[config.mk]
export PLATFORM = sky130hd
export DESIGN_NAME = int_controller
export DESIGN_NICKNAME = d
export VERILOG_FILES = /design/src/rtl/intc_pkg.sv /design/src/rtl/intc_prio_enc.sv /design/src/rtl/int_controller.sv
export SDC_FILE = /design/constraint.sdc
export NUM_CORES = 1
export LEC_CHECK = 0
export CAP_MARGIN = 20
export CORE_AREA = 2 2 63 65
export CTS_CLUSTER_SIZE = 14
export DETAILED_ROUTE_END_ITERATION = 7
export DIE_AREA = 0 0 65 67
export GPL_ROUTABILITY_DRIVEN = 0
export PLACE_DENSITY_LB_ADDON = 0.25
export SLEW_MARGIN = 30
export SYNTH_ARGS = -nofsm -noshare
export SYNTH_HDL_FRONTEND = slang
export SYNTH_SLANG_ARGS = --single-unit
[constraint.sdc]
create_clock -name clk -period 2.1 [get_ports clk]
set_clock_uncertainty 0.15 [all_clocks]
set_input_delay 0.315 -clock clk [delete_from_list [all_inputs] [get_ports clk]]
set_output_delay 0.315 -clock clk [all_outputs]
set_load 0.005 [all_outputs]
[src/rtl/intc_pkg.sv]
// ----------------------------------------------------------------------------
// intc_pkg
// Shared definitions for the interrupt controller:
//   - state_t  : controller FSM states
//   - VEC_W    : width of the handler vector address
//   - MAX_IRQ  : largest supported number of maskable lines
//   - ID_W     : width of a maskable source index (covers MAX_IRQ)
//   - vec_addr : base + id * stride, truncated to VEC_W bits
// ----------------------------------------------------------------------------
package intc_pkg;

  localparam int VEC_W   = 32;
  localparam int MAX_IRQ = 8;
  localparam int ID_W    = $clog2(MAX_IRQ);

  typedef enum logic [2:0] {
    IDLE    = 3'd0,
    REQ     = 3'd1,
    SVC     = 3'd2,
    NMI_REQ = 3'd3,
    NMI_SVC = 3'd4
  } state_t;

  function automatic logic [VEC_W-1:0] vec_addr(
    input logic [VEC_W-1:0] base,
    input logic [VEC_W-1:0] stride,
    input logic [ID_W-1:0]  id
  );
    return base + stride * {{(VEC_W-ID_W){1'b0}}, id};
  endfunction

endpackage

[src/rtl/intc_prio_enc.sv]
// ----------------------------------------------------------------------------
// intc_prio_enc
// Combinational priority encoder. Index 0 has the highest priority.
// Ports:
//   eligible  in  N     request vector
//   valid     out 1     at least one bit of eligible is set
//   idx       out ID_W  index of the lowest set bit (0 when none)
// ----------------------------------------------------------------------------
module intc_prio_enc
  import intc_pkg::*;
#(
  parameter int N = 4
) (
  input  logic [N-1:0]    eligible,
  output logic            valid,
  output logic [ID_W-1:0] idx
);

  always_comb begin
    valid = 1'b0;
    idx   = '0;
    // Walk from the top down so the lowest set index is the last writer.
    for (int i = N - 1; i >= 0; i--) begin
      if (eligible[i]) begin
        valid = 1'b1;
        idx   = ID_W'(i);
      end
    end
  end

endmodule

[src/rtl/int_controller.sv]
// ----------------------------------------------------------------------------
// int_controller
// Latches rising edges on maskable IRQ lines and an NMI line, picks the
// highest-priority source, requests service from the CPU controller with a
// handler vector, and tracks in-service state until end-of-interrupt. One
// level of NMI nesting over a maskable handler is supported.
//
// Optional build macro: INTC_SYNC_EN -- when defined, irq/nmi pass through a
// 2-flop synchronizer before edge detection (two extra cycles of latency).
//
// Ports:
//   clk          in  1        rising-edge clock
//   rst_n        in  1        asynchronous active-low reset
//   irq          in  NUM_IRQ  maskable sources, edge-triggered
//   nmi          in  1        non-maskable source, edge-triggered
//   int_disable  in  1        global maskable disable (NMI unaffected)
//   mask_we      in  1        enable-mask write strobe
//   mask_wdata   in  NUM_IRQ  new enable mask (1 = enabled)
//   mask         out NUM_IRQ  current enable mask
//   pending      out NUM_IRQ  latched maskable pending bits
//   irq_req      out 1        request to CPU controller
//   irq_is_nmi   out 1        current request/service is NMI
//   irq_vector   out 32       handler address, stable while irq_req=1
//   irq_ack      in  1        one-cycle acknowledge
//   eoi          in  1        one-cycle end-of-interrupt
//   in_service   out 1        a handler is executing
// ----------------------------------------------------------------------------
module int_controller
  import intc_pkg::*;
#(
  parameter int               NUM_IRQ    = 4,
  parameter logic [VEC_W-1:0] VEC_BASE   = 32'h0000_0100,
  parameter logic [VEC_W-1:0] VEC_STRIDE = 32'h0000_0010,
  parameter logic [VEC_W-1:0] NMI_VEC    = 32'h0000_0080
) (
  input  logic               clk,
  input  logic               rst_n,
  input  logic [NUM_IRQ-1:0] irq,
  input  logic               nmi,
  input  logic               int_disable,
  input  logic               mask_we,
  input  logic [NUM_IRQ-1:0] mask_wdata,
  output logic [NUM_IRQ-1:0] mask,
  output logic [NUM_IRQ-1:0] pending,
  output logic               irq_req,
  output logic               irq_is_nmi,
  output logic [VEC_W-1:0]   irq_vector,
  input  logic               irq_ack,
  input  logic               eoi,
  output logic               in_service
);

  // Bit NUM_IRQ of the sample vectors carries the NMI line.
  logic [NUM_IRQ:0] in_src;
  logic [NUM_IRQ:0] samp_reg;
  logic [NUM_IRQ:0] prev_reg;
  logic [NUM_IRQ:0] rise;

`ifdef INTC_SYNC_EN
  logic [NUM_IRQ:0] sync1_reg;
  logic [NUM_IRQ:0] sync2_reg;

  always_ff @(posedge clk or negedge rst_n) begin
    if (!rst_n) begin
      sync1_reg <= '0;
      sync2_reg <= '0;
    end else begin
      sync1_reg <= {nmi, irq};
      sync2_reg <= sync1_reg;
    end
  end

  assign in_src = sync2_reg;
`else
  assign in_src = {nmi, irq};
`endif

  // Samples reset to 0, so a line already high at reset exit is an edge.
  always_ff @(posedge clk or negedge rst_n) begin
    if (!rst_n) begin
      samp_reg <= '0;
      prev_reg <= '0;
    end else begin
      samp_reg <= in_src;
      prev_reg <= samp_reg;
    end
  end

  assign rise = samp_reg & ~prev_reg;

  // --------------------------------------------------------------------------
  // Control state
  // --------------------------------------------------------------------------
  state_t             state_reg, state_next;
  logic [NUM_IRQ-1:0] pending_reg, pending_next;
  logic [NUM_IRQ-1:0] mask_reg;
  logic [NUM_IRQ-1:0] eligible;
  logic [NUM_IRQ-1:0] clr_bits;
  logic               nmi_pend_reg, nmi_pend_next, nmi_clr;
  logic               nested_reg, nested_next;
  logic [ID_W-1:0]    id_reg, id_next;
  logic [ID_W-1:0]    enc_idx;
  logic               enc_valid;
  logic [VEC_W-1:0]   vector_reg, vector_next;
  logic               req_reg, req_next;
  logic               is_nmi_reg, is_nmi_next;
  logic               svc_reg, svc_next;

  assign eligible = pending_reg & mask_reg & {NUM_IRQ{~int_disable}};

  intc_prio_enc #(
    .N (NUM_IRQ)
  ) u_prio_enc (
    .eligible (eligible),
    .valid    (enc_valid),
    .idx      (enc_idx)
  );

  always_comb begin
    state_next  = state_reg;
    id_next     = id_reg;
    vector_next = vector_reg;
    nested_next = nested_reg;
    clr_bits    = '0;
    nmi_clr     = 1'b0;

    case (state_reg)
      IDLE: begin
        if (nmi_pend_reg) begin
          state_next  = NMI_REQ;
          vector_next = NMI_VEC;
        end else if (enc_valid) begin
          state_next  = REQ;
          id_next     = enc_idx;
          vector_next = vec_addr(VEC_BASE, VEC_STRIDE, enc_idx);
        end
      end
      REQ: begin
        if (irq_ack) begin
          state_next = SVC;
          for (int i = 0; i < NUM_IRQ; i++) begin
            clr_bits[i] = (id_reg == ID_W'(i));
          end
        end else if (int_disable || nmi_pend_reg) begin
          // Withdraw; the pending bit stays set for a later retry.
          state_next = IDLE;
        end
      end
      SVC: begin
        if (eoi) begin
          state_next = IDLE;
        end else if (nmi_pend_reg) begin
          state_next  = NMI_REQ;
          nested_next = 1'b1;
          vector_next = NMI_VEC;
        end
      end
      NMI_REQ: begin
        if (irq_ack) begin
          state_next = NMI_SVC;
          nmi_clr    = 1'b1;
        end
      end
      NMI_SVC: begin
        if (eoi) begin
          state_next  = nested_reg ? SVC : IDLE;
          nested_next = 1'b0;
        end
      end
      default: state_next = IDLE;
    endcase

    // A new edge in the clearing cycle wins over the clear.
    pending_next  = (pending_reg & ~clr_bits) | rise[NUM_IRQ-1:0];
    nmi_pend_next = (nmi_pend_reg & ~nmi_clr) | rise[NUM_IRQ];

    // Outputs are registered copies decoded from the next state.
    req_next    = (state_next == REQ)     || (state_next == NMI_REQ);
    is_nmi_next = (state_next == NMI_REQ) || (state_next == NMI_SVC);
    svc_next    = (state_next == SVC)     || (state_next == NMI_SVC);
  end

  always_ff @(posedge clk or negedge rst_n) begin
    if (!rst_n) begin
      state_reg    <= IDLE;
      pending_reg  <= '0;
      nmi_pend_reg <= 1'b0;
      nested_reg   <= 1'b0;
      mask_reg     <= '0;
      id_reg       <= '0;
      vector_reg   <= '0;
      req_reg      <= 1'b0;
      is_nmi_reg   <= 1'b0;
      svc_reg      <= 1'b0;
    end else begin
      state_reg    <= state_next;
      pending_reg  <= pending_next;
      nmi_pend_reg <= nmi_pend_next;
      nested_reg   <= nested_next;
      id_reg       <= id_next;
      vector_reg   <= vector_next;
      req_reg      <= req_next;
      is_nmi_reg   <= is_nmi_next;
      svc_reg      <= svc_next;
      if (mask_we) begin
        mask_reg <= mask_wdata;
      end
    end
  end

  assign mask       = mask_reg;
  assign pending    = pending_reg;
  assign irq_req    = req_reg;
  assign irq_is_nmi = is_nmi_reg;
  assign irq_vector = vector_reg;
  assign in_service = svc_reg;

endmodule

# ---- Word-level counts from Yosys, hierarchy flattened
# Index checks and enable logic that the tools add are counted.
dict set report word_totals {
  elab_cells 82
  register_bits 61
  memories 0
  ramBits 0
  inputBits 15
  latch_bits 0
  output_inout_bits 43
  romBits 0
}
dict set report classes {
  bitwise 12
  eq_ne 15
  mul 0
  reduce_logical 11
  magnitude_cmp 0
  shift 0
  n_addsub 1
  div 0
  n_mux 31
}
# operator n
set op_table {}
lappend op_table {{$mux 32} 4}
lappend op_table {{$pmux 32 s2} 1}
lappend op_table {{$mux 3} 8}
lappend op_table {{$eq 3x2->1 const B} 6}
lappend op_table {{$pmux 3 s5} 1}
lappend op_table {{$and 4x4->4} 3}
lappend op_table {{$add 9x7->10 const A} 1}
lappend op_table {{$mux 2} 5}
lappend op_table {{$eq 3x1->1 const B} 3}
lappend op_table {{$mux 1} 9}
lappend op_table {{$mux 4} 2}
lappend op_table {{$reduce_and 4->1} 2}
lappend op_table {{$eq 3x3->1 const B} 2}
lappend op_table {{$logic_not 3->1} 2}
lappend op_table {{$ne 2x2->1 const B} 3}
lappend op_table {{$and 5x5->5} 1}
lappend op_table {{$not 5->5} 1}
lappend op_table {{$logic_or 1x1->1} 4}
lappend op_table {{$not 4->4} 1}
lappend op_table {{$or 4x4->4} 1}
lappend op_table {{$reduce_bool 2->1} 2}
lappend op_table {{$ne 3x3->1 const B} 1}
lappend op_table {{$not 1->1} 3}
lappend op_table {{$reduce_and 3->1} 1}
lappend op_table {{3 further kinds} 3}

# ---- Longest topological paths before layout
# Gate-level depths: netlist of the first run.
dict set report depth {
  ltp_word 11
  ltp_mapped 6
  depth_no_buf 5
}

# ---- Cells and area by module
# A second synthesis of the first run with hierarchy kept.
dict set report hier_totals {
  hier_cells 142
  area_unflattened_um2 1614.0
}
# mod area_each_um2 seq_area_each_um2 cells_each n_inst
set by_module_without_submodules {}
lappend by_module_without_submodules {int_controller 1567.8 850.8 133 1}
lappend by_module_without_submodules {intc_prio_enc 46.3 0.0 9 1}

# ---- Worst setup path after synthesis of the first run
# Ideal clock, no wire load.
dict set report synth_path {
  path_type {flip-flop to flip-flop}
  start {register state_reg[2]}
  end {register vector_reg[4], in the netlist irq_vector[4]}
  path_stages_with_launch 5
  period_less_slack_ps 1700
  n_path_buf 0
  path_slack_ps 400
  arrival_ps 1486
  setup_ps 64
  required_time_ps 1886
  cell_sequence {dfrtp_1 or4_4 a211oi_4 nand3_2 a21bo_1}
}
dict set report synth_between {
  elab_chain_cells 3
  elab_cells_between_ends 8
  cone_classes {4 x eq/ne; 1 x mux; 3 x reduce/logical}
}
# element line_no
set synth_lines {}
lappend synth_lines {{from (decl)} int_controller.sv:94} ;# state_t state_reg, state_next;
lappend synth_lines {{from (signal assigned)} int_controller.sv:196} ;# state_reg <= state_next;
lappend synth_lines {{$eq 3x2->1 / $logic_not 3->1 (equally long branches)} int_controller.sv:127} ;# case (state_reg)
lappend synth_lines {{$ne 2x2->1 (no source line) (tied with other cells)} -}
lappend synth_lines {{$reduce_and 4->1 (no source line)} -}
lappend synth_lines {{to (signal assigned)} int_controller.sv:201} ;# vector_reg <= vector_next;
lappend synth_lines {{to (decl)} int_controller.sv:104} ;# logic [VEC_W-1:0] vector_reg, vector_next;
# Parallel ways exist; a longest one is shown, timed or not.
# A chain may end at the register's enable or synchronous reset.

# ---- Final worst setup path of the first run
dict set report layout_path {
  start {register state_reg[1]}
  end {register vector_reg[4], in the netlist irq_vector[4]}
}
# The elaborated chain is that of the path after synthesis.

==> out/results.tsv, run 1 <==
metric	value	unit
synthCells	140	
path_cells	or4_4 -> a211oi_4 -> nand3_2 -> a21bo_1	
drcViolationCount	0	
finalSetupViolations	0	
ctsResizeCount	0	
syn_area	0.00150	mm²
dr.first_iter.drc_count	25	
synthArstFlopShare	100	%
cts.clk_slew.worst_paths	70	ps
final_max_slew_viol_count	0	
power_per_cell_area	1150	mW/mm²
dpl.hpwl	1960	µm
nFillCells	337	
clock-sinks	32	
final_cell_mix	dfrtp_1, clkdlybuf4s50_1, conb_1	
period_needed	1920	ps
vias	1025	
hp-class	register to register	
gr-total-overflow	0	
cp_slowest_cell	or4_4	
grt_pass1_wl	4310	µm
startpoint_type	register	
core.rowCount	22	
die_area	0.00436	mm²
ys.warnings.count	0	
start_util	41.7	%
grt_usage	13.7	%
status	finished, final reports clean	
yosysSeqAreaShare	53.2	%
via_per_inst	4.54	
ctsHoldBuffers	0	
ys_ff_latch	32	
avgSynthCellArea	10.7	µm²
maxCapViolations	0	
dpl_worst_slack	206	ps
crit_type	register to register	
clockBufferDepth	2	
drive_gt1_share	14.6	%
rsz0062_at_grt	false	
dr.pass1.iters	4	
p_leak	0.867	nW
fp.dieH	67	µm
cts_buffers	5	
finalSetupTns	0	ps
crit_fanout	11	
synth_edf_count	0	
fmax	522	MHz
synth_top_flop_cell	dfrtp_1	
nets	192	
clk_latency	280	ps
wire_per_inst	11.4	µm
coreArea	0.00361	mm²
ff2ff_path_depth	4	
io_buffers	29	
critPathArrivalTime	1990	ps
synth_cell_types	35	
routed_wl	2590	µm
worst_path_largest_cell_delay	560	ps
io-pin-count	58	
final_common_cell	dfrtp_1	
antenna_found_initial	0	
postCtsSetupRepairBufs	0	
ant_nets	0	
min_path_cells	0	
num_antenna_cells	0	
die_x	65	µm
cp.required	2180	ps
area_growth	25.1	%
grt_pass1_vias	979	
ir_drop	0.579	mV
finalCritPeriodShare	91.3	%
htreeDepth	2	
place_area	0.00177	mm²
root_buffer	clkbuf_8	
cts_tree	yes	
grt_max_degree	33	
final_area	0.00188	mm²
worst_slack	183	ps
hold_viol_final	0	
end_kind	register	
critical path, delay by kind of cell, from the launching register on:
kind / cells / cell delay (ps)
flops: 1 / 490
simple gates: 2 / 680
compound gates: 2 / 530
per-layer routing:
layer | vias to the layer above | wire, µm | global-route usage, %
met2 | 49 | 1250 | 21.9
met5 | - | 0 | 0
li1 | 486 | - | -
met3 | 2 | 203 | 5.74
met4 | 0 | 22 | 7.18
met1 | 488 | 1110 | 15.7
cells in the mapped netlist (2+ instances only):
cell type,number,area share (%)
nor2_1,8,2.0
o32ai_1,2,1.2
nand3b_1,2,1.0
mux2_2,4,3.0
a22oi_1,2,1.0
nand2b_1,3,1.2
nand2_1,8,2.0
o21ai_0,12,4.0
inv_1,11,2.7
nor3_1,2,0.67
buf_4,28,14
a21oi_1,4,1.3
dfrtp_1,32,53
power breakdown:
| group | switching [mW] | internal [mW] | leakage (nW) |
|---|---|---|---|
| clock | 0.239 | 0.357 | 0.0548 |
| combinational | 0.297 | 0.358 | 0.443 |
| sequential | 0.153 | 0.763 | 0.369 |
cell families (layout without fill, tap and decap cells):
group	count (synthesis)	count (layout)	synth area share, %
buffers and inverters	42	53	17.6
flip-flops	32	32	53.2
AND/OR/NAND/NOR	30	30	11.1
AO/OA/AOI/OAI	29	29	13.6
multiplexers	5	5	3.66
other	1	28	0.249
XOR/XNOR	1	1	0.582
through the flow:
| stage | power (mW) | std cells | utilization (%) | hold WS (ps) |
|---|---|---|---|---|
| global placement | 1.56 | 218 | 49.0 | 208 |
| finish | 2.17 | 226 | 52.2 | 225 |
| global route | 2.33 | 226 | 52.2 | 241 |
| detailed placement | 1.59 | 218 | 49.0 | 210 |
| floorplan | 1.31 | 167 | - | -131 |
| CTS | 2.20 | 226 | 52.2 | 227 |
layout make-up:
cell class / count / area [µm²] / area share (%)
inverter: 12 / 45.0 / 2.39
clock buffer: 5 / 68.8 / 3.66
sequential: 32 / 801 / 42.6
multi-input combinational: 93 / 541 / 28.7
tap: 48 / 60.1 / 3.19
timing repair buffer: 33 / 320 / 17.0
clock inverter: 3 / 46.3 / 2.46
final timing paths:
kind / start / end / slack [ps]
worst max register to register: state_reg[1] / irq_vector[4] / 180
worst min-delay path: samp_reg[1] / prev_reg[1] / 220
min in group asynchronous: rst_n / samp_reg[2] / 270
max in group asynchronous: rst_n / state_reg[0] / 1250
worst max-delay path: state_reg[1] / irq_vector[4] / 180
worst min register to register: samp_reg[1] / prev_reg[1] / 220
Power figures use the tool's default switching activity.
==> run 2: changes to the inputs <==
--- a/config.mk
+++ b/config.mk
@@ -5,11 +5,13 @@
 export SDC_FILE = /design/constraint.sdc
 export NUM_CORES = 1
 export LEC_CHECK = 0
+export ABC_CLOCK_PERIOD_IN_PS = 2100
 export CAP_MARGIN = 20
-export CORE_AREA = 2 2 63 65
+export CORE_AREA = 2 2 54 56
 export CTS_CLUSTER_SIZE = 14
 export DETAILED_ROUTE_END_ITERATION = 7
-export DIE_AREA = 0 0 65 67
+export DIE_AREA = 0 0 56 58
+export DONT_BUFFER_PORTS = 1
 export GPL_ROUTABILITY_DRIVEN = 0
 export PLACE_DENSITY_LB_ADDON = 0.25
 export SLEW_MARGIN = 30
==> run 2 against run 1 <==
Effect of this change:
- register-to-register slack improved by 80 ps
- flip-flop and latch count did not move
- clock power shrank 35%
- via count decreased by 4.0%
- sequential share of layout area increased by 5.0 points
- critical path depth unchanged
- count of clock-buffer cells in the layout rose by 2
- non-clock buffer count decreased by 14
- setup slack gained 75 ps
- die area is 25% lower
- global-route usage grew 4.2 points
==> out/results.tsv, run 2 (synthesis gave the netlist of run 1 again) <==
metric	value	unit
drcViolationCount	0	
hold_viol_final	0	
ant_nets	0	
grt_pass1_vias	980	
path_cells	or4_4 -> a211oi_4 -> nand3_2 -> a21bo_1	
coreArea	0.00266	mm²
nets	178	
crit_start	state_reg[1]	
crit_type	register to register	
cts_tree	yes	
io-pin-count	58	
die_x	56	µm
drive_gt1_share	14.7	%
ff2ff_path_depth	4	
hp-class	input pin to register	
core.rowCount	19	
end_kind	register	
num_antenna_cells	0	
crit_fanout	11	
fp.dieH	58	µm
final_cell_mix	dfrtp_1, conb_1, dlygate4sd3_1	
grt_usage	17.9	%
dr.first_iter.drc_count	14	
maxCapViolations	0	
status	finished, final reports clean	
finalSetupViolations	0	
cp.required	2230	ps
grt_max_degree	33	
r2r_start	state_reg[1]	
rsz0062_at_grt	false	
routed_wl	2600	µm
fmax	543	MHz
dr.pass1.iters	4	
clockBufferDepth	2	
worst_path_largest_cell_delay	560	ps
final_max_slew_viol_count	0	
htreeDepth	2	
reg2reg_to	irq_vector[4]	
finalCritPeriodShare	87.7	%
dpl.hpwl	1660	µm
p_leak	0.803	nW
gr-total-overflow	0	
crit_path_end	irq_vector[4]	
wire_per_inst	13.4	µm
via_per_inst	5.07	
ir_drop	0.868	mV
start_util	56.5	%
min_path_cells	2	
finalPower	1.82	mW
area_growth	12.1	%
root_buffer	clkbuf_4	
cts.clk_slew.worst_paths	90	ps
rrSetupSlack	260	ps
vias	984	
startpoint_type	register	
finalSetupTns	0	ps
clock-sinks	32	
cts_buffers	5	
die_area	0.00325	mm²
period_needed	1840	ps
critPathArrivalTime	1970	ps
finalCoreUtilization	63.3	%
grt_pass1_wl	4320	µm
final_common_cell	dfrtp_1	
clk_latency	340	ps
hp-start	eoi	
power_per_cell_area	1080	mW/mm²
io_buffers	0	
nFillCells	228	
antenna_found_initial	0	
ctsResizeCount	0	
cp_slowest_cell	or4_4	
run 2: cell types whose count changed in the layout (fill, tap and decap cells not counted), sizes merged:
cell,before,now
inv,13,12
buf,4,3
dlygate4sd3,0,16
clkbuf,5,7
clkdlybuf4s50,29,0
bufinv,1,0
clkinvlp,1,0
run 2: area by class of cell:
type | instances | area [µm²] | area share, %
sequential | 32 | 801 | 47.5
multi-input combinational | 93 | 541 | 32.1
timing repair buffer | 19 | 195 | 11.6
clock buffer | 7 | 65.1 | 3.86
inverter | 12 | 45.0 | 2.67
tap | 31 | 38.8 | 2.30
run 2: how the worst min path moves through the flow:
stage | slack, ps | endpoint
2_1_floorplan | -130 | id_reg[0]
3_3_place_gp | -130 | samp_reg[2]
3_5_place_dp | -130 | samp_reg[3]
4_1_cts | 40 | state_reg[2]
5_1_grt | 60 | irq_vector[5]
6_report | 50 | state_reg[2]
run 2: per-stage QoR:
step	hold slack (ps)	worst slack [ps]	std cells	cell area, µm²
after detailed placement	-130	273	170	1440
after CTS	37.3	250	194	1690
after global routing	58.8	174	194	1690
after global placement	-130	341	170	1440
final	45.5	258	194	1690
after floorplan	-131	400	167	1610
run 2: what timing repair did:
action,4_1_cts,5_1_grt
hold endpoints to repair,44,0
hold buffers,17,0
setup buffers,0,0
setup endpoints to repair,0,0
run 2: worst max-delay path, delay by kind of cell (launching register included):
| kind | cells | cell delay [ps] |
|---|---|---|
| AO/OA/AOI/OAI | 2 | 490 |
| flip-flops | 1 | 500 |
| AND/OR/NAND/NOR | 2 | 660 |
run 2: metal layers:
layer  track usage [%]  share of wire [%]  wire length [µm]  up-vias
met5                 0                  0                 0        -
met4              7.14                1.7                45        0
met3              6.92                7.3               189        6
met2              30.9                 49              1280       46
met1              20.2                 42              1080      470
li1                  -                  -                 -      462
run 2: power breakdown:
group | total [mW] | switching, mW | leakage, nW | internal, mW
Sequential | 0.931 | 0.168 | 0.369 | 0.763
Clock | 0.390 | 0.200 | 0.0374 | 0.190
Combinational | 0.496 | 0.263 | 0.396 | 0.234
Total | 1.82 | 0.631 | 0.803 | 1.19
==> run 3: changes to the inputs <==
--- a/config.mk
+++ b/config.mk
@@ -7,10 +7,10 @@
 export LEC_CHECK = 0
 export ABC_CLOCK_PERIOD_IN_PS = 2100
 export CAP_MARGIN = 20
-export CORE_AREA = 2 2 54 56
+export CORE_AREA = 5 5 57 59
 export CTS_CLUSTER_SIZE = 14
 export DETAILED_ROUTE_END_ITERATION = 7
-export DIE_AREA = 0 0 56 58
+export DIE_AREA = 0 0 62 64
 export DONT_BUFFER_PORTS = 1
 export GPL_ROUTABILITY_DRIVEN = 0
 export PLACE_DENSITY_LB_ADDON = 0.25
==> run 3 against run 2 <==
Effect of this change:
- sequential power about the same
- sequential share of layout area increased by 0.25 points
- die area increased by 22%
- via count decreased by 0.61%
- largest cell class unchanged
- maximum frequency increased by 0.94%
- critical path type unchanged
- combinational power about the same
- power decreased by 2.7%
==> out/results.tsv, run 3 (synthesis gave the netlist of run 1 again) <==
metric	value	unit
fp.dieH	64	µm
rrSetupSlack	280	ps
final_max_slew_viol_count	0	
cp.required	2230	ps
via_per_inst	5.02	
die_x	62	µm
drive_gt1_share	15.2	%
grt_pass1_vias	947	
wire_per_inst	13.8	µm
crit_type	register to register	
clockBufferDepth	2	
cts_tree	yes	
ctsHoldBuffers	17	
cts_buffers	5	
hp-start	int_disable	
r2r_start	state_reg[1]	
dpl_worst_slack	285	ps
reg2reg_to	irq_vector[4]	
finalCritPeriodShare	86.9	%
antenna_found_initial	0	
ir_drop	0.930	mV
ff2ff_path_depth	4	
final_cell_mix	dfrtp_1, conb_1, dlygate4sd3_1	
coreArea	0.00266	mm²
dp.cells	170	
postCtsSetupRepairBufs	0	
min_path_cells	3	
nets	178	
startpoint_type	register	
grt_pass1_wl	4350	µm
whs_endpoint	id_reg[0]	
hold_ws	29.3	ps
start_util	56.5	%
status	finished, final reports clean	
end_kind	register	
grt_usage	15.4	%
routed_wl	2690	µm
worst_slack	275	ps
area_growth	11.5	%
clock-sinks	32	
vias	978	
grt_max_degree	33	
dr.first_iter.drc_count	34	
maxCapViolations	0	
crit_fanout	11	
finalSetupTns	0	ps
cts.clk_slew.worst_paths	100	ps
p_leak	0.800	nW
dr.pass1.iters	4	
finalPower	1.77	mW
power_per_cell_area	1050	mW/mm²
core.rowCount	19	
finalSetupViolations	0	
final_cells	195	
rsz0062_at_grt	false	
clk_latency	330	ps
root_buffer	clkbuf_4	
critPathArrivalTime	1960	ps
final_common_cell	dfrtp_1	
hold_viol_final	0	
die_area	0.00397	mm²
drcViolationCount	0	
num_antenna_cells	0	
io-pin-count	58	
htreeDepth	2	
io_buffers	0	
gr-total-overflow	0	
ctsResizeCount	0	
dpl.hpwl	1850	µm
ant_nets	0	
hp-class	input pin to register	
period_needed	1820	ps
fmax	548	MHz
## run 3: layout make-up
| cell class | instances | area (µm²) |
|---|---|---|
| Multi-Input combinational cell | 93 | 541 |
| Clock buffer | 5 | 37.5 |
| Sequential cell | 32 | 801 |
| Clock inverter | 3 | 18.8 |
| Fill cell | 211 | 986 |
| Inverter | 12 | 45.0 |
| Timing Repair Buffer | 19 | 195 |
| Tap cell | 31 | 38.8 |
## run 3: routing by layer
layer / wire, µm / GRT usage [%] / vias up / share of wire [%]
li1: - / - / 457 / -
met1: 977 / 17.9 / 469 / 36
met2: 1360 / 23.6 / 48 / 50
met3: 329 / 8.45 / 4 / 12
met4: 31 / 5.57 / 0 / 1.2
met5: 0 / 0 / - / 0
## run 3: worst max-delay path: stages (launching register included)
cell and delay [ps]:
dfrtp_1 510, or4_4 560, a211oi_4 290, nand3_2 90
a21bo_1 190
## run 3: worst max path at each step
stage	start	to	slack, ps	cells past startpoint
2_1_floorplan	state_reg[2]	irq_vector[4]	400	4
3_3_place_gp	state_reg[1]	irq_vector[4]	340	4
3_5_place_dp	state_reg[1]	irq_vector[4]	280	4
4_1_cts	state_reg[1]	irq_vector[4]	280	4
5_1_grt	state_reg[1]	irq_vector[4]	170	4
6_report	state_reg[1]	irq_vector[4]	280	4
## run 3: stage by stage
step | instance area (µm²) | util [%]
6_report | 1680 | 63.0
3_5_place_dp | 1440 | 54.1
5_1_grt | 1680 | 63.0
2_1_floorplan | 1610 | -
3_3_place_gp | 1440 | 54.1
4_1_cts | 1680 | 63.0
## run 3: power breakdown
group	leakage [nW]	internal, mW	switching, mW
logic	0.396	0.233	0.260
clock network	0.0349	0.128	0.211
registers	0.369	0.763	0.172
total	0.800	1.12	0.643
